## src/rtl/mem_access_stage_pkg.sv

```systemverilog
// Shared definitions for the MIPS memory-access stage.
//   memst_e  : FSM state encodings (IDLE / BUSY / DONE)
//   BE_WORD  : byte enables for a full-word access
//   BE_NONE  : no byte lanes enabled
//   lane_of  : maps the low address bits to a byte lane for a given endianness
package mem_access_stage_pkg;

   typedef enum logic [1:0] {
      MEMST_IDLE = 2'd0,
      MEMST_BUSY = 2'd1,
      MEMST_DONE = 2'd2
   } memst_e;

   localparam logic [3:0] BE_WORD = 4'b1111;
   localparam logic [3:0] BE_NONE = 4'b0000;

   // Big-endian puts byte address 0 on bits 31:24, i.e. lane 3.
   function automatic logic [1:0] lane_of(input logic [1:0] byte_addr,
                                          input logic       big_endian);
      return big_endian ? (2'b11 - byte_addr) : byte_addr;
   endfunction

endpackage

```

## src/rtl/mem_access_stage_if.sv

```systemverilog
// Data-memory request/acknowledge port.
//   master : the memory stage (drives request, address, data, byte enables)
//   slave  : the data memory (drives ack and read data)
interface mem_access_stage_if;

   logic        dmem_req;
   logic        dmem_we;
   logic [31:0] dmem_addr;
   logic [31:0] dmem_wdata;
   logic [3:0]  dmem_be;
   logic        dmem_ack;
   logic [31:0] dmem_rdata;

   modport master (
      output dmem_req, dmem_we, dmem_addr, dmem_wdata, dmem_be,
      input  dmem_ack, dmem_rdata
   );

   modport slave (
      input  dmem_req, dmem_we, dmem_addr, dmem_wdata, dmem_be,
      output dmem_ack, dmem_rdata
   );

endinterface

```

## src/rtl/mem_access_stage_lane_align.sv

```systemverilog
// mem_lane_align: combinational byte-lane steering for loads and stores.
//   lane       in  2   selected byte lane (bit i covers bits 8i+7:8i)
//   is_byte    in  1   byte access; otherwise word access
//   sign_ext   in  1   sign-extend a byte load
//   store_data in  32  register value to be stored
//   load_data  in  32  raw word returned by memory
//   be         out 4   byte enables
//   wdata      out 32  lane-replicated store data
//   load_ext   out 32  extracted and extended load result
module mem_lane_align
   import mem_access_stage_pkg::*;
(
   input  logic [1:0]  lane,
   input  logic        is_byte,
   input  logic        sign_ext,
   input  logic [31:0] store_data,
   input  logic [31:0] load_data,
   output logic [3:0]  be,
   output logic [31:0] wdata,
   output logic [31:0] load_ext
);

   logic [7:0] byte_s;

   // Pick the addressed byte out of the loaded word.
   always_comb begin
      byte_s = 8'h00;
      case (lane)
         2'd0:    byte_s = load_data[7:0];
         2'd1:    byte_s = load_data[15:8];
         2'd2:    byte_s = load_data[23:16];
         2'd3:    byte_s = load_data[31:24];
         default: byte_s = load_data[7:0];
      endcase
   end

   // Store steering: the byte is replicated on every lane so only be selects it.
   always_comb begin
      be       = is_byte ? (4'b0001 << lane) : BE_WORD;
      wdata    = is_byte ? {4{store_data[7:0]}} : store_data;
      load_ext = is_byte ? (sign_ext ? {{24{byte_s[7]}}, byte_s} : {24'h000000, byte_s})
                         : load_data;
   end

endmodule

```

## src/rtl/mem_access_stage.sv

```systemverilog
// mem_access_stage: MEM stage of the 5-stage MIPS pipeline.
// Turns the decoded memory-control bundle plus the EX address into a req/ack
// transaction, steers byte lanes, extends loads and registers the writeback bundle.
//   clk, rst_n                      clock, async active-low reset
//   ex_valid, mem_we, mem_read,
//   mem_byte, mem_signextend        control bundle from EX
//   addr, write_data                effective address, store data
//   reg_we, reg_write_addr          destination info
//   dmem (master)                   data-memory port
//   stall                           freeze IF/ID/EX (combinational)
//   wb_valid, reg_we_wb,
//   reg_write_addr_wb,
//   reg_write_data_wb               registered writeback bundle
//   misaligned, bus_err             one-cycle error pulses
module mem_access_stage
   import mem_access_stage_pkg::*;
#(
   parameter int TIMEOUT_CYCLES = 64,
   parameter bit BIG_ENDIAN     = 1'b1
) (
   input  logic                clk,
   input  logic                rst_n,
   input  logic                ex_valid,
   input  logic                mem_we,
   input  logic                mem_read,
   input  logic                mem_byte,
   input  logic                mem_signextend,
   input  logic [31:0]         addr,
   input  logic [31:0]         write_data,
   input  logic                reg_we,
   input  logic [4:0]          reg_write_addr,
   mem_access_stage_if.master  dmem,
   output logic                stall,
   output logic                wb_valid,
   output logic                reg_we_wb,
   output logic [4:0]          reg_write_addr_wb,
   output logic [31:0]         reg_write_data_wb,
   output logic                misaligned,
   output logic                bus_err
);

   localparam int              CW       = (TIMEOUT_CYCLES > 1) ? $clog2(TIMEOUT_CYCLES) : 1;
   localparam logic [CW-1:0]   CNT_LAST = CW'(TIMEOUT_CYCLES - 1);
   localparam logic [CW-1:0]   CNT_ONE  = CW'(1);

   memst_e        state_r;
   logic [CW-1:0] cnt_r;
   logic          req_r, we_r;
   logic [31:0]   addr_r, wdata_r;
   logic [3:0]    be_r;
   logic [1:0]    lat_lane_r;
   logic          lat_byte_r, lat_sext_r, lat_load_we_r;
   logic [4:0]    lat_dest_r;

   logic          busy_s, is_mem_s, misal_s, accept_s;
   logic [1:0]    aln_lane_s;
   logic          aln_byte_s, aln_sext_s;
   logic [3:0]    aln_be_s;
   logic [31:0]   aln_wdata_s, aln_load_s;

   // Decode the incoming op; a DONE cycle accepts a new op exactly like IDLE.
   always_comb begin
      busy_s   = (state_r == MEMST_BUSY);
      is_mem_s = mem_we | mem_read;
      misal_s  = ~mem_byte & (addr[1:0] != 2'b00);
      accept_s = ~busy_s & ex_valid & is_mem_s & ~misal_s;
      stall    = busy_s | accept_s;
   end

   // While busy the aligner works on the latched lane for the load result;
   // otherwise it prepares store steering for the op being accepted.
   always_comb begin
      aln_lane_s = busy_s ? lat_lane_r : lane_of(addr[1:0], BIG_ENDIAN);
      aln_byte_s = busy_s ? lat_byte_r : mem_byte;
      aln_sext_s = busy_s ? lat_sext_r : mem_signextend;
   end

   mem_lane_align u_align (
      .lane       (aln_lane_s),
      .is_byte    (aln_byte_s),
      .sign_ext   (aln_sext_s),
      .store_data (write_data),
      .load_data  (dmem.dmem_rdata),
      .be         (aln_be_s),
      .wdata      (aln_wdata_s),
      .load_ext   (aln_load_s)
   );

   assign dmem.dmem_req   = req_r;
   assign dmem.dmem_we    = we_r;
   assign dmem.dmem_addr  = addr_r;
   assign dmem.dmem_wdata = wdata_r;
   assign dmem.dmem_be    = be_r;

   // Transaction FSM with registered bus and writeback outputs.
   always_ff @(posedge clk or negedge rst_n) begin
      if (!rst_n) begin
         state_r           <= MEMST_IDLE;
         cnt_r             <= '0;
         req_r             <= 1'b0;
         we_r              <= 1'b0;
         addr_r            <= 32'h0000_0000;
         wdata_r           <= 32'h0000_0000;
         be_r              <= BE_NONE;
         lat_lane_r        <= 2'b00;
         lat_byte_r        <= 1'b0;
         lat_sext_r        <= 1'b0;
         lat_load_we_r     <= 1'b0;
         lat_dest_r        <= 5'd0;
         wb_valid          <= 1'b0;
         reg_we_wb         <= 1'b0;
         reg_write_addr_wb <= 5'd0;
         reg_write_data_wb <= 32'h0000_0000;
         misaligned        <= 1'b0;
         bus_err           <= 1'b0;
      end else begin
         wb_valid   <= 1'b0;
         misaligned <= 1'b0;
         bus_err    <= 1'b0;
         case (state_r)
            MEMST_IDLE, MEMST_DONE: begin
               state_r <= MEMST_IDLE;
               if (ex_valid && !is_mem_s) begin
                  wb_valid          <= 1'b1;
                  reg_we_wb         <= reg_we;
                  reg_write_addr_wb <= reg_write_addr;
                  reg_write_data_wb <= addr;
               end else if (ex_valid && misal_s) begin
                  misaligned        <= 1'b1;
                  wb_valid          <= 1'b1;
                  reg_we_wb         <= 1'b0;
                  reg_write_addr_wb <= reg_write_addr;
                  reg_write_data_wb <= addr;
               end else if (accept_s) begin
                  state_r       <= MEMST_BUSY;
                  cnt_r         <= '0;
                  req_r         <= 1'b1;
                  we_r          <= mem_we;
                  addr_r        <= {addr[31:2], 2'b00};
                  wdata_r       <= aln_wdata_s;
                  be_r          <= aln_be_s;
                  lat_lane_r    <= aln_lane_s;
                  lat_byte_r    <= mem_byte;
                  lat_sext_r    <= mem_signextend;
                  // both mem_we and mem_read high counts as a store
                  lat_load_we_r <= reg_we & mem_read & ~mem_we;
                  lat_dest_r    <= reg_write_addr;
               end else begin
                  state_r <= MEMST_IDLE;
               end
            end
            MEMST_BUSY: begin
               if (dmem.dmem_ack) begin
                  state_r           <= MEMST_DONE;
                  req_r             <= 1'b0;
                  wb_valid          <= 1'b1;
                  reg_we_wb         <= lat_load_we_r;
                  reg_write_addr_wb <= lat_dest_r;
                  reg_write_data_wb <= aln_load_s;
               end else if (cnt_r == CNT_LAST) begin
                  state_r           <= MEMST_IDLE;
                  req_r             <= 1'b0;
                  bus_err           <= 1'b1;
                  wb_valid          <= 1'b1;
                  reg_we_wb         <= 1'b0;
                  reg_write_addr_wb <= lat_dest_r;
               end else begin
                  cnt_r <= cnt_r + CNT_ONE;
               end
            end
            default: begin
               state_r <= MEMST_IDLE;
               req_r   <= 1'b0;
            end
         endcase
      end
   end

endmodule

```

## src/flat_wrapper.sv

```systemverilog
// flat-port wrapper written by rule: the top's interface ports become plain ports
module mem_access_stage_flat import mem_access_stage_pkg::*;
#(
   parameter int TIMEOUT_CYCLES = 64,
   parameter bit BIG_ENDIAN     = 1'b1
)
  (clk, rst_n, ex_valid, mem_we, mem_read, mem_byte, mem_signextend, addr, write_data, reg_we, reg_write_addr, stall, wb_valid, reg_we_wb, reg_write_addr_wb, reg_write_data_wb, misaligned, bus_err, dmem_dmem_req, dmem_dmem_we, dmem_dmem_addr, dmem_dmem_wdata, dmem_dmem_be, dmem_dmem_ack, dmem_dmem_rdata);
  mem_access_stage_if dmem_i ();
  input  logic clk;
  input  logic rst_n;
  input  logic ex_valid;
  input  logic mem_we;
  input  logic mem_read;
  input  logic mem_byte;
  input  logic mem_signextend;
  input  logic [31:0] addr;
  input  logic [31:0] write_data;
  input  logic reg_we;
  input  logic [4:0] reg_write_addr;
  output logic stall;
  output logic wb_valid;
  output logic reg_we_wb;
  output logic [4:0] reg_write_addr_wb;
  output logic [31:0] reg_write_data_wb;
  output logic misaligned;
  output logic bus_err;
  output wire logic [$bits(dmem_i.dmem_req)-1:0] dmem_dmem_req;
  output wire logic [$bits(dmem_i.dmem_we)-1:0] dmem_dmem_we;
  output wire logic [$bits(dmem_i.dmem_addr)-1:0] dmem_dmem_addr;
  output wire logic [$bits(dmem_i.dmem_wdata)-1:0] dmem_dmem_wdata;
  output wire logic [$bits(dmem_i.dmem_be)-1:0] dmem_dmem_be;
  input wire logic [$bits(dmem_i.dmem_ack)-1:0] dmem_dmem_ack;
  input wire logic [$bits(dmem_i.dmem_rdata)-1:0] dmem_dmem_rdata;
  assign dmem_dmem_req = dmem_i.dmem_req;
  assign dmem_dmem_we = dmem_i.dmem_we;
  assign dmem_dmem_addr = dmem_i.dmem_addr;
  assign dmem_dmem_wdata = dmem_i.dmem_wdata;
  assign dmem_dmem_be = dmem_i.dmem_be;
  assign dmem_i.dmem_ack = dmem_dmem_ack;
  assign dmem_i.dmem_rdata = dmem_dmem_rdata;
  mem_access_stage #(.TIMEOUT_CYCLES(TIMEOUT_CYCLES), .BIG_ENDIAN(BIG_ENDIAN)) u_core (.clk(clk), .rst_n(rst_n), .ex_valid(ex_valid), .mem_we(mem_we), .mem_read(mem_read), .mem_byte(mem_byte), .mem_signextend(mem_signextend), .addr(addr), .write_data(write_data), .reg_we(reg_we), .reg_write_addr(reg_write_addr), .dmem(dmem_i), .stall(stall), .wb_valid(wb_valid), .reg_we_wb(reg_we_wb), .reg_write_addr_wb(reg_write_addr_wb), .reg_write_data_wb(reg_write_data_wb), .misaligned(misaligned), .bus_err(bus_err));
endmodule
```

## config.mk

```make
export PLATFORM = sky130hd
export DESIGN_NAME = mem_access_stage_flat
export DESIGN_NICKNAME = d
export VERILOG_FILES = /design/src/rtl/mem_access_stage_pkg.sv /design/src/rtl/mem_access_stage_if.sv /design/src/rtl/mem_access_stage_lane_align.sv /design/src/rtl/mem_access_stage.sv /design/src/flat_wrapper.sv
export SDC_FILE = /design/constraint.sdc
export NUM_CORES = 1
export LEC_CHECK = 0
export BUFFER_PORTS_ARGS = -buffer_cell sky130_fd_sc_hd__buf_2
export CAP_MARGIN = 20
export CORE_UTILIZATION = 50
export CTS_BUF_LIST = sky130_fd_sc_hd__clkbuf_8
export DETAILED_ROUTE_END_ITERATION = 10
export PLACE_DENSITY = 0.8
export SLEW_MARGIN = 10
export SYNTH_ARGS = -nofsm -noshare
export SYNTH_HDL_FRONTEND = slang
export SYNTH_HIERARCHICAL = 1
export SYNTH_SLANG_ARGS = --single-unit
```

## constraint.sdc

```tcl
create_clock -name clk -period 6.1 [get_ports clk]
set_clock_uncertainty 0.05 [all_clocks]
set_input_delay 0.305 -clock clk [delete_from_list [all_inputs] [get_ports clk]]
set_output_delay 0.305 -clock clk [all_outputs]
set_load 0.005 [all_outputs]
```

==> results of run 1 <==
## through the flow
step	std cells	worst slack, ns	cell area (um^2)	total power [mW]	hold WS (ns)
2_1_floorplan	537	3.52	6350	1.76	-0.0406
3_3_place_gp	888	3.09	7460	2.12	0.362
3_5_place_dp	888	2.91	7460	2.17	0.376
4_1_cts	913	2.89	7810	2.84	0.0179
5_1_grt	914	2.70	7840	2.99	0.0397
6_report	914	2.86	7840	2.82	0.0647
## registers in the layout, indices dropped and copies added, names as in the netlist
signal,count
u_core/misaligned,1
u_core/wb_valid,1
u_core/lat_sext_r,1
u_core/reg_write_data_wb,32
u_core/dmem.dmem_we,1
u_core/dmem.dmem_addr,30
u_core/lat_byte_r,1
u_core/dmem.dmem_be,4
u_core/reg_write_addr_wb,5
u_core/dmem.dmem_wdata,32
u_core/lat_lane_r,2
u_core/cnt_r,6
u_core/lat_dest_r,5
u_core/bus_err,1
u_core/state_r,2
u_core/dmem.dmem_req,1
u_core/reg_we_wb,1
u_core/lat_load_we_r,1
## final cells by class
type / count / area share
sequential: 127 / 0.406
multi-input combinational: 315 / 0.349
timing repair buffer: 226 / 0.150
clock buffer: 19 / 0.0334
tap: 168 / 0.0268
inverter: 54 / 0.0259
clock inverter: 5 / 0.00926
## critical path, stage by stage (launching register included)
cell and delay [ns]:
dfrtp_1 0.43, nor2b_4 0.11, buf_4 0.54, mux2_2 0.48, and3_1 0.23, a2bb2oi_4 0.45, o21ai_0 0.21, mux2_2 0.31
mux2_2 0.27
## cell usage after synthesis (all sizes together)
library cell	instances	area, um^2
nor3	2	21.3
or3b	1	8.76
a2bb2oi	2	41.3
or2	1	6.26
and3	2	12.5
o21ai	64	324
a211o	1	8.76
o311ai	1	8.76
ha	1	12.5
or4	1	7.51
o32ai	1	8.76
clkinv	1	3.75
nand3b	10	75.1
nand2b	1	6.26
nor3b	2	15.0
a22o	1	8.76
dfrtp	127	3180
o22ai	9	56.3
a221o	1	10.0
or3	1	6.26
o211ai	1	7.51
a211oi	1	7.51
conb	1	3.75
nor2	7	31.3
nand2	17	63.8
nor2b	2	12.5
o21ba	1	10.0
mux2	161	1820
nand3	5	25.0
o21bai	1	7.51
mux2i	2	20.0
a21oi	11	55.1
clkbuf	7	27.5
a21o	1	7.51
inv	53	199
o31a	1	8.76
buf	34	219
## worst min path at each step
stage	start	end	slack, ns
finish	write_data[4]	u_core/dmem.dmem_wdata[4]	0.06
global route	write_data[0]	u_core/dmem.dmem_wdata[0]	0.04
CTS	write_data[0]	u_core/dmem.dmem_wdata[0]	0.02
detailed placement	rst_n	u_core/dmem.dmem_wdata[12]	0.38
global placement	rst_n	u_core/dmem.dmem_wdata[28]	0.36
floorplan	rst_n	u_core/bus_err	-0.04
## what timing repair did
item | CTS | global route
hold buffers | 1 | 0
endpoints found under the hold margin | 59 | 0
resized for setup | 0 | 0
## power breakdown
group          leakage, nW  internal [mW]  switching, mW
Sequential            1.52           1.11          0.143
Combinational         2.12          0.503          0.405
Clock                0.179          0.362          0.290
Total                 3.82           1.98          0.837
## routing by layer
layer | vias to the layer above | part of all wire | routed length (um) | global-route usage
li1 | 2268 | - | - | -
met3 | 22 | 0.057 | 889 | 0.0577
met1 | 2363 | 0.42 | 6590 | 0.312
met5 | - | 0 | 0 | 0
met2 | 183 | 0.50 | 7810 | 0.404
met4 | 0 | 0.021 | 324 | 0.124
## kinds of logic after synthesis
kind of cell	count (synthesis)
mux	163
flops	127
compound gates	97
buf+inv	95
simple gates	52
fa+ha+maj	1
other cells	1
==> impl_summary.txt, run 1 <==
----------------------------------------------------
[Finish]
  Sequential cell area ... 3180 um^2
  Total area of multi-input combinational cells ... 2740 um^2
  Number of inserted filler cells in the final layout ... approximately 1000
  Area growth from synthesis to layout ... 23.6%
  Share of final-layout standard cells stronger than drive strength 1 ... 0.551
  Commonest cells after routing, fill and taps aside ... buf_2 (218), mux2_2 (153), dfrtp_1 (127)
  Diodes inserted ... 0
  Commonest non-fill, non-tap cell in the layout ... buf_2
  Post-layout util ... 0.642
  Final nets ... between 800 and 900

[Timing]
  Portion of the clock cycle consumed by the worst path in the final layout ... 0.531
  Aggregate negative setup slack ... 0 ns
  Worst slew margin relative to its limit ... 0.425
  Worst Max-Slew Pin Slew ... about 0.86 ns
  Setup repair after global routing missed its margin ... no
  Highest clock rate ... between 0.3 and 0.4 GHz
  Final count of pins violating max slew ... 0
  Total count of hold-check failures in the final report ... 0
  Number of setup violations in the final report ... 0
  Clock period minus worst slack ... approximately 3.2 ns

[Yosys]
  Fraction of the mapped netlist area in adder cells ... 0.00197
  Seq cells post-synth ... ~130
  Fraction of the yosys area taken by sequential cells ... 0.501
  Post-Synth Simple-Gate Area ... 0.0460
  Area fraction in compound gates after synthesis ... 0.0900
  Multiplexer area fraction after synthesis ... 0.290
  Synthesis warning total ... 6
  Combinational family with the most area after synthesis ... multiplexers
  Xor/xnor share of the synthesized area ... 0
  Number of instances in the synthesized netlist ... 536
  Mean area per synthesized cell ... 11.8 um^2
  Synth unique cells ... 47
  Post-synthesis cell area ... 6340 um^2

[Routing]
  Final wirelength ... 15.6 mm
  Post-route DRC ... 0
  Detail-routed via count per cell ... 5.29
  First drt pass iteration count ... 5
  Via Count ... 4836
  Number of DRC markers after the initial detailed-route iteration ... ~210
  Detailed-route wire length per cell ... around 17 um
  DRT antenna net count ... 0

[Floorplanning]
  Die area ... 13100 um^2
  Ports placed on the boundary ... 222
  Initial core utilization ... 0.519
  Width of the die ... around 110 um
  Die H ... approximately 110 um
  Number of standard-cell rows in the floorplan ... 40
  Area of the core region ... between 10000 and 15000 um^2

[Clock tree]
  Total clock buffers created by CTS ... 17
  Clock insertion delay at the later pin of the skew report ... around 0.42 ns
  CTS max path bufs ... 2
  Clock root buffer master ... clkbuf_8
  Postcts setup bufs ... 0
  Number of H-tree levels ... 4
  Clock transition at the register clock pins on the worst setup and hold paths after CTS ... around 0.06 ns
  TritonCTS Sinks ... 127
  Clock tree from TritonCTS ... built

[Critical path]
  Worst R2R Start ... u_core/state_r[1]
  Required time of the critical path ... roughly 6.4 ns
  Type of the setup path with the least slack ... reg -> reg
  R2R setup slack ... around 2.9 ns
  Critical path origin ... u_core/state_r[1]
  Number of cells traversed by the worst register-to-register path ... 8
  Worst setup path endpoint ... u_core/reg_write_data_wb[8]
  Crit Path Max Fanout ... 53
  Setup crit start kind ... flop
  Arrival time of data at the critical path endpoint ... about 3.5 ns
  Critical R2R Capture ... u_core/reg_write_data_wb[8]
  Kind of capture point of the worst setup path ... flop

[GRT]
  Initial antenna violation count ... 0
  Global-route wire length before repair ... roughly 25 mm
  Combined global-route utilization of all metal layers ... 0.248
  Number of global-route vias before repair ... 4976
  Grt ovf ... 0
  Maximum number of pins on one net before global-route repair ... 73

[Power]
  Cell area power density ... 359 nW/um^2
  LEAKAGE ... 3.82 nW
  Worst vdd rail ir drop ... about 0.00018 V

[Flow run]
  # Max-Cap Violations ... 0

[Placement]
  Global placement routability congestion ... 0.807
  Total half-perimeter wirelength after legalization and detailed placement ... between 10 and 15 mm
  Buffers added on ports ... around 220

[Min path]
  Hold path cells ... 2
  Hold Path Class ... in -> reg

[Status]
  Status ... complete, no violations

----------------------------------------------------
Power figures use the tool's default switching activity.
==> run 2, diff against run 1 <==
- clock period: 6.1 -> 3.1 ns (I/O delays scaled with it)
==> run 2 against run 1 <==
  * Global-route usage rose by 1.8 points
  * Die area did not move
  * Clock-buffer cell count increased by 1
  * Via count increased by 4.9%
==> impl_summary.txt, run 2 (synthesis gave the netlist of run 1 again) <==
----------------------------------------------------
[Critical path]
  Required time of the critical path ... 3.37 ns (-2.99 ns)
  Most prevalent standard cell on the critical path ... mux2_2
  Number of buffer and inverter instances along the worst setup path ... 0 (-1)
  Kind of capture point of the worst setup path ... flop
  Arrival time of data at the critical path endpoint ... 3.02 ns (-0.47 ns)
  Type of the setup path with the least slack ... reg -> reg
  Crit path max-delay family ... multiplexers
  Setup crit start kind ... flop
  Critical Path, Cell by Cell ... nor2b_4 > mux2_2 > and3_1 > a2bb2oi_4 > o21ai_0 > mux2_2 > mux2_2
  Crit path largest cell delay ... 0.47 ns (-0.07 ns)
  Slowest-stage cell, CP ... a2bb2oi_4
  Crit Path Max Fanout ... 24 (-55%)

[Floorplanning]
  Ports placed on the boundary ... 222 (unchanged)
  Die area ... 13100 um^2 (unchanged)
  Die H ... 115 um (unchanged)
  Number of standard-cell rows in the floorplan ... 40 (unchanged)
  Initial core utilization ... 0.519 (unchanged)
  Width of the die ... 115 um (unchanged)
  Area of the core region ... 12200 um^2 (unchanged)

[Power]
  Proportion of power drawn by the clock network ... 0.228 (-0.004)
  Sequential cell fraction of total power ... 0.441 (-0.005)
  Combinational share of power ... 0.331 (+0.009)
  Worst vdd rail ir drop ... 0.000337 V (+87%)
  Design internal power ... 3.90 mW (+97%)
  Fraction of power spent switching nets ... 0.308 (+0.0106)
  Psw ... 1.73 mW (+110%)
  Cell area power density ... 672 nW/um^2 (+87%)
  LEAKAGE ... 4.08 nW (+6.7%)

[Routing]
  Via Count ... 5071 (+4.9%)
  Detailed-route wire length per cell ... 17.3 um (+1.1%)
  Detail-routed via count per cell ... 5.19 (-2.0%)
  Final wirelength ... 16.9 mm (+8.2%)
  First drt pass iteration count ... 4 (-1)
  Post-route DRC ... 0 (unchanged)
  Number of DRC markers after the initial detailed-route iteration ... 280 (+35%)
  DRT antenna net count ... 0 (unchanged)

[Timing]
  Setup repair after global routing missed its margin ... no
  Clock period minus worst slack ... 2.75 ns (-0.488 ns)
  Aggregate negative setup slack ... 0 ns (unchanged)
  Final count of pins violating max slew ... 0 (unchanged)
  Highest clock rate ... 0.364 GHz (+18%)
  Worst Max-Slew Pin Slew ... 0.976 ns (+0.114 ns)
  Portion of the clock cycle consumed by the worst path in the final layout ... 0.887 (+0.356)
  Worst slew margin relative to its limit ... 0.349 (-0.0759)
  Total count of hold-check failures in the final report ... 0 (unchanged)
  Number of setup violations in the final report ... 0 (unchanged)

[GRT]
  Global-route wire length before repair ... 26.5 mm (+7.0%)
  Met3 usage in global routing ... 0.0582 (+0.000529)
  Combined global-route utilization of all metal layers ... 0.266 (+0.0181)
  Global-route layer with the greatest usage ... met2
  Grt ovf ... 0 (unchanged)
  Met1 layer usage reported by global route ... 0.314 (+0.00230)
  Number of global-route vias before repair ... 5426 (+9.0%)
  Initial antenna violation count ... 0 (unchanged)
  Maximum number of pins on one net before global-route repair ... 79 (+8.2%)
  Met2 Track Usage GR ... 0.453 (+0.0489)

[Status]
  Status ... complete, no violations

[Clock tree]
  TritonCTS Sinks ... 127 (unchanged)
  # resized after CTS ... 0 (unchanged)
  CTS max path bufs ... 2 (unchanged)
  Clock transition at the register clock pins on the worst setup and hold paths after CTS ... 0.07 ns (about the same)
  Clock tree from TritonCTS ... built
  Postcts setup bufs ... 0 (unchanged)
  Clock root buffer master ... clkbuf_8
  Clock insertion delay at the later pin of the skew report ... 0.43 ns (about the same)
  Number of H-tree levels ... 4 (unchanged)
  Total clock buffers created by CTS ... 17 (unchanged)

[Placement]
  Global placement routability congestion ... 0.836 (+3.6%)
  Area after DPL ... 7520 um^2 (+0.80%)
  Total half-perimeter wirelength after legalization and detailed placement ... 11.9 mm (+4.9%)
  Buffers added on ports ... 219 (unchanged)

[Finish]
  Final Instance Area ... 8380 um^2 (+6.9%)
  Commonest cells after routing, fill and taps aside ... buf_2 (218), mux2_2 (153), dfrtp_1 (127)
  Share of final-layout standard cells stronger than drive strength 1 ... 0.521 (-0.0300)
  Diodes inserted ... 0 (unchanged)
  Commonest non-fill, non-tap cell in the layout ... buf_2
  Area growth from synthesis to layout ... 32.1%
  Post-layout util ... 0.686 (+0.0446)
  Final nets ... 908 (+6.6%)

[Min path]
  Hold Path Class ... in -> reg

[Flow run]
  # Max-Cap Violations ... 0 (unchanged)

----------------------------------------------------
[run 2: timing repair]
item                                   in CTS  in global routing
setup endpoints to repair                   0                  0
hold buffers                               50                  0
endpoints found under the hold margin     123                  0
[run 2: worst paths after layout]
path,from,depth (start not counted),slack [ns],to
min in group asynchronous,rst_n,2,0.38,u_core/dmem.dmem_we
max in group asynchronous,rst_n,3,1.72,u_core/dmem.dmem_addr[18]
min reg2reg,u_core/dmem.dmem_wdata[2],1,0.43,u_core/dmem.dmem_wdata[2]
max reg2reg,u_core/state_r[1],7,0.35,u_core/reg_write_data_wb[28]
min,dmem_dmem_ack,3,0.06,u_core/state_r[1]
max,u_core/state_r[1],7,0.35,u_core/reg_write_data_wb[28]
[run 2: cell type report]
type                    instances  area, um^2
multi-input cells             315        2740
clock buffers                  20         275
inverters                      54         203
clock inverters                12        80.1
repair buffers                282        1700
flip-flops and latches        127        3180
well taps                     168         210
fillers                       957        3830
[run 2: worst reg2reg max path, stage by stage, from the launching register on]
cell	delay (ns)
dfrtp_1	0.42
nor2b_4	0.24
mux2_2	0.44
and3_1	0.23
a2bb2oi_4	0.47
o21ai_0	0.22
mux2_2	0.31
mux2_2	0.27
[run 2: routing by layer]
layer	share of wire	wire (um)
met1	0.40	6770
met2	0.51	8610
met3	0.054	913
met4	0.035	598
met5	0	0
[run 2: power groups by stage]
stage               registers [mW]  clock network [mW]  logic, mW
CTS                           2.48                1.33       1.87
global placement              2.47                   0       1.74
finish                        2.48                1.29       1.87
floorplan                     2.51                   0      0.958
global route                  2.55                1.38       2.03
detailed placement            2.50                   0       1.81
[run 2: through the flow]
stage / total power [mW] / hold WS (ns) / setup WS (ns) / instances
floorplan: 3.47 / -0.191 / 0.516 / 537
global placement: 4.21 / 0.307 / 0.480 / 896
detailed placement: 4.32 / 0.323 / 0.352 / 896
CTS: 5.68 / 0.0138 / 0.350 / 978
global route: 5.96 / 0.0540 / 0.193 / 978
finish: 5.63 / 0.0630 / 0.349 / 978
==> run 3, diff against run 2 <==
- ABC_AREA: not set -> 1
==> run 3 against run 2 <==
  * Hold slack got worse by 0.016 ns
  * Clock-buffer cell count rose by 4
  * Global-route usage rose by 3.3 points
  * Cell count rose by 37%
==> impl_summary.txt, run 3 <==
----------------------------------------------------
[Status]
  Status ... complete, no violations

[Clock tree]
  Clock tree from TritonCTS ... built
  Clock transition at the register clock pins on the worst setup and hold paths after CTS ... 0.07 ns (about the same)
  CTS max path bufs ... 2 (unchanged)
  Total clock buffers created by CTS ... 17 (unchanged)
  Clock root buffer master ... clkbuf_8
  TritonCTS Sinks ... 127 (unchanged)
  # resized after CTS ... 0 (unchanged)
  Clock insertion delay at the later pin of the skew report ... 0.43 ns (about the same)
  Number of H-tree levels ... 4 (unchanged)

[Yosys]
  Synth unique cells ... 31 (-34%)
  Number of instances in the synthesized netlist ... 888 (+66%)
  Seq cells post-synth ... 127 (unchanged)
  Library cell with the largest summed area after synthesis ... dfrtp_1
  Fraction of the yosys area taken by sequential cells ... 0.494 (-0.00692)
  Post-synthesis async set-or-reset flop share ... 1.00 (unchanged)
  Count leader, synth ... nand2_1
  Proportion of netlist area held by the largest area contributor ... 0.494 (-0.00692)
  Top post-synthesis cells by area ... dfrtp_1 (49%), nand2_1 (31%), nand3_1 (3.9%)
  Mean area per synthesized cell ... 7.24 um^2 (-39%)
  Ys flop type ... dfrtp_1
  Post-synthesis cell area ... 6430 um^2 (+1.4%)
  Leading cell types by count after synthesis ... nand2_1 (533), dfrtp_1 (127), nand3_1 (50), inv_1 (32), buf_4 (25)
  Synthesis warning total ... 6 (unchanged)
  Number of synthesized flops with an enable pin ... 0 (unchanged)

[Finish]
  Area growth from synthesis to layout ... 34.2%
  Commonest non-fill, non-tap cell in the layout ... nand2_1
  Final nets ... 1269 (+40%)
  Commonest cells after routing, fill and taps aside ... nand2_1 (533), buf_2 (218), dfrtp_1 (127)
  Share of final-layout standard cells stronger than drive strength 1 ... 0.244 (-0.277)
  Diodes inserted ... 0 (unchanged)

[Routing]
  Number of DRC markers after the initial detailed-route iteration ... 656 (+130%)
  Final wirelength ... 19.3 mm (+14%)
  Detail-routed via count per cell ... 4.95 (-4.5%)
  First drt pass iteration count ... 7 (+3)
  DRT antenna net count ... 0 (unchanged)
  Post-route DRC ... 0 (unchanged)
  Via Count ... 6645 (+31%)
  Detailed-route wire length per cell ... 14.4 um (-17%)

[GRT]
  Maximum number of pins on one net before global-route repair ... 116 (+47%)
  Combined global-route utilization of all metal layers ... 0.299 (+0.0331)
  Global-route wire length before repair ... 30.7 mm (+16%)
  Grt ovf ... 0 (unchanged)
  Number of global-route vias before repair ... 6397 (+18%)
  Initial antenna violation count ... 0 (unchanged)

[Floorplanning]
  Initial core utilization ... 0.512 (-0.00767)
  Width of the die ... 115 um (+0.68%)
  Die area ... 13300 um^2 (+1.4%)
  Area of the core region ... 12600 um^2 (+2.9%)
  Ports placed on the boundary ... 222 (unchanged)
  Die H ... 115 um (+0.68%)
  Number of standard-cell rows in the floorplan ... 41 (+2.5%)

[Timing]
  Setup repair after global routing missed its margin ... no
  Total count of hold-check failures in the final report ... 0 (unchanged)
  Final count of pins violating max slew ... 0 (unchanged)
  Worst Max-Slew Pin Slew ... 0.711 ns (-0.265 ns)
  Worst slew margin relative to its limit ... 0.525 (+0.176)
  Clock period minus worst slack ... 2.60 ns (-0.150 ns)
  Portion of the clock cycle consumed by the worst path in the final layout ... 0.839 (-0.0485)
  Highest clock rate ... 0.385 GHz (+5.8%)
  Number of setup violations in the final report ... 0 (unchanged)
  Aggregate negative setup slack ... 0 ns (unchanged)

[Critical path]
  Setup crit start kind ... primary input
  Worst R2R Start ... u_core/state_r[0]
  Critical Path, Cell by Cell ... dlygate4sd3_1 > buf_2 > or2_4 > nand3_4 > buf_4 > nor2_1 > nand3_1 > dlygate4sd3_1 > nand2_1
  Type of the setup path with the least slack ... in -> reg
  Required time of the critical path ... 3.37 ns (about the same)
  Kind of capture point of the worst setup path ... flop
  Most prevalent standard cell on the critical path ... dlygate4sd3_1
  Crit Path Max Fanout ... 49 (+100%)
  Critical path origin ... mem_read
  Slowest-stage cell, CP ... dlygate4sd3_1
  Arrival time of data at the critical path endpoint ... 2.87 ns (-0.15 ns)
  Crit path largest cell delay ... 0.55 ns (+0.08 ns)

[Placement]
  Global placement routability congestion ... 0.876 (+4.8%)
  Total half-perimeter wirelength after legalization and detailed placement ... 12.5 mm (+5.1%)
  Buffers added on ports ... 219 (unchanged)

[Power]
  Worst vdd rail ir drop ... 0.000334 V (-0.81%)
  LEAKAGE ... 5.10 nW (+25%)
  Power Total ... 5.31 mW (-5.7%)
  Cell area power density ... 616 nW/um^2 (-8.4%)

[Min path]
  Hold Path Class ... in -> reg
  Launch instance of the worst min-delay path ... addr[0]

[Flow run]
  # Max-Cap Violations ... 0 (unchanged)

----------------------------------------------------
==> run 3: cell types whose count changed in the layout (fill, tap and decap cells not counted), moves of 6 or more <==
cell	delta
nand3_1	+45
o22ai_1	-9
mux2_2	-153
o21ai_0	-40
nand2_2	+8
o21ai_1	+6
mux2_1	-7
nand3b_1	-9
nand2_1	+516
dlygate4sd3_1	+25
nor2_1	+10
inv_1	-25
==> run 3: timing repair <==
item | in CTS | in global routing
buffers inserted | 0 | 0
hold buffers | 75 | 0
endpoints found under the hold margin | 215 | 0
==> run 3: logic make-up after synthesis <==
group           after synthesis  synth area share
compound gates               48            0.0420
fa+ha+maj                     1           0.00195
buf+inv                      92            0.0780
flops                       127             0.494
other cells                   1          0.000583
simple gates                619             0.383
==> run 3: layer usage <==
| metal | routed length [um] | part of all wire | vias to the layer above | GRT usage |
|---|---|---|---|---|
| met1 | 7890 | 0.41 | 3046 | 0.374 |
| li1 | - | - | 3243 | - |
| met4 | 608 | 0.032 | 0 | 0.142 |
| met5 | 0 | 0 | - | 0 |
| met2 | 9430 | 0.49 | 314 | 0.499 |
| met3 | 1350 | 0.070 | 42 | 0.0622 |
==> run 3: worst max-delay path, delay by kind of cell <==
| family | cells | cell delay [ns] |
|---|---|---|
| buffers and inverters | 4 | 1.77 |
| AND/OR/NAND/NOR | 5 | 0.89 |
==> run 3: layout make-up <==
class	instances	area (um^2)
tap	172	215
timing repair buffer	305	1970
clock buffer	24	330
inverter	37	141
fill	1042	3940
sequential	127	3180
clock inverter	7	35.0
multi-input combinational	670	2760
==> run 3: power breakdown <==
part	leakage, nW	internal (mW)	switching, mW
logic	3.31	0.716	0.963
registers	1.60	2.08	0.247
clock network	0.199	0.687	0.616
total	5.10	3.49	1.83
==> run 3: path summary, 6_finish.rpt <==
kind                                                 to  slack [ns]  depth (start not counted)
min reg2reg                        u_core/dmem.dmem_req        0.42                          2
min in group asynchronous     u_core/dmem.dmem_addr[12]        0.15                          2
min                         u_core/reg_write_data_wb[0]        0.05                          5
max in group asynchronous  u_core/reg_write_data_wb[30]        2.00                          4
max reg2reg                        u_core/lat_load_we_r        0.57                          7
max                                u_core/lat_load_we_r        0.50                          9
==> run 3: per-stage QoR <==
stage | hold WS [ns] | area, um^2 | utilization | instances | setup slack [ns]
2_1_floorplan | -0.191 | 6430 | - | 889 | 0.826
3_3_place_gp | 0.315 | 7490 | 0.596 | 1235 | 0.832
3_5_place_dp | 0.326 | 7490 | 0.596 | 1235 | 0.817
4_1_cts | 0.0173 | 8600 | 0.685 | 1341 | 0.577
5_1_grt | 0.0465 | 8630 | 0.687 | 1342 | 0.396
6_report | 0.0467 | 8630 | 0.687 | 1342 | 0.500
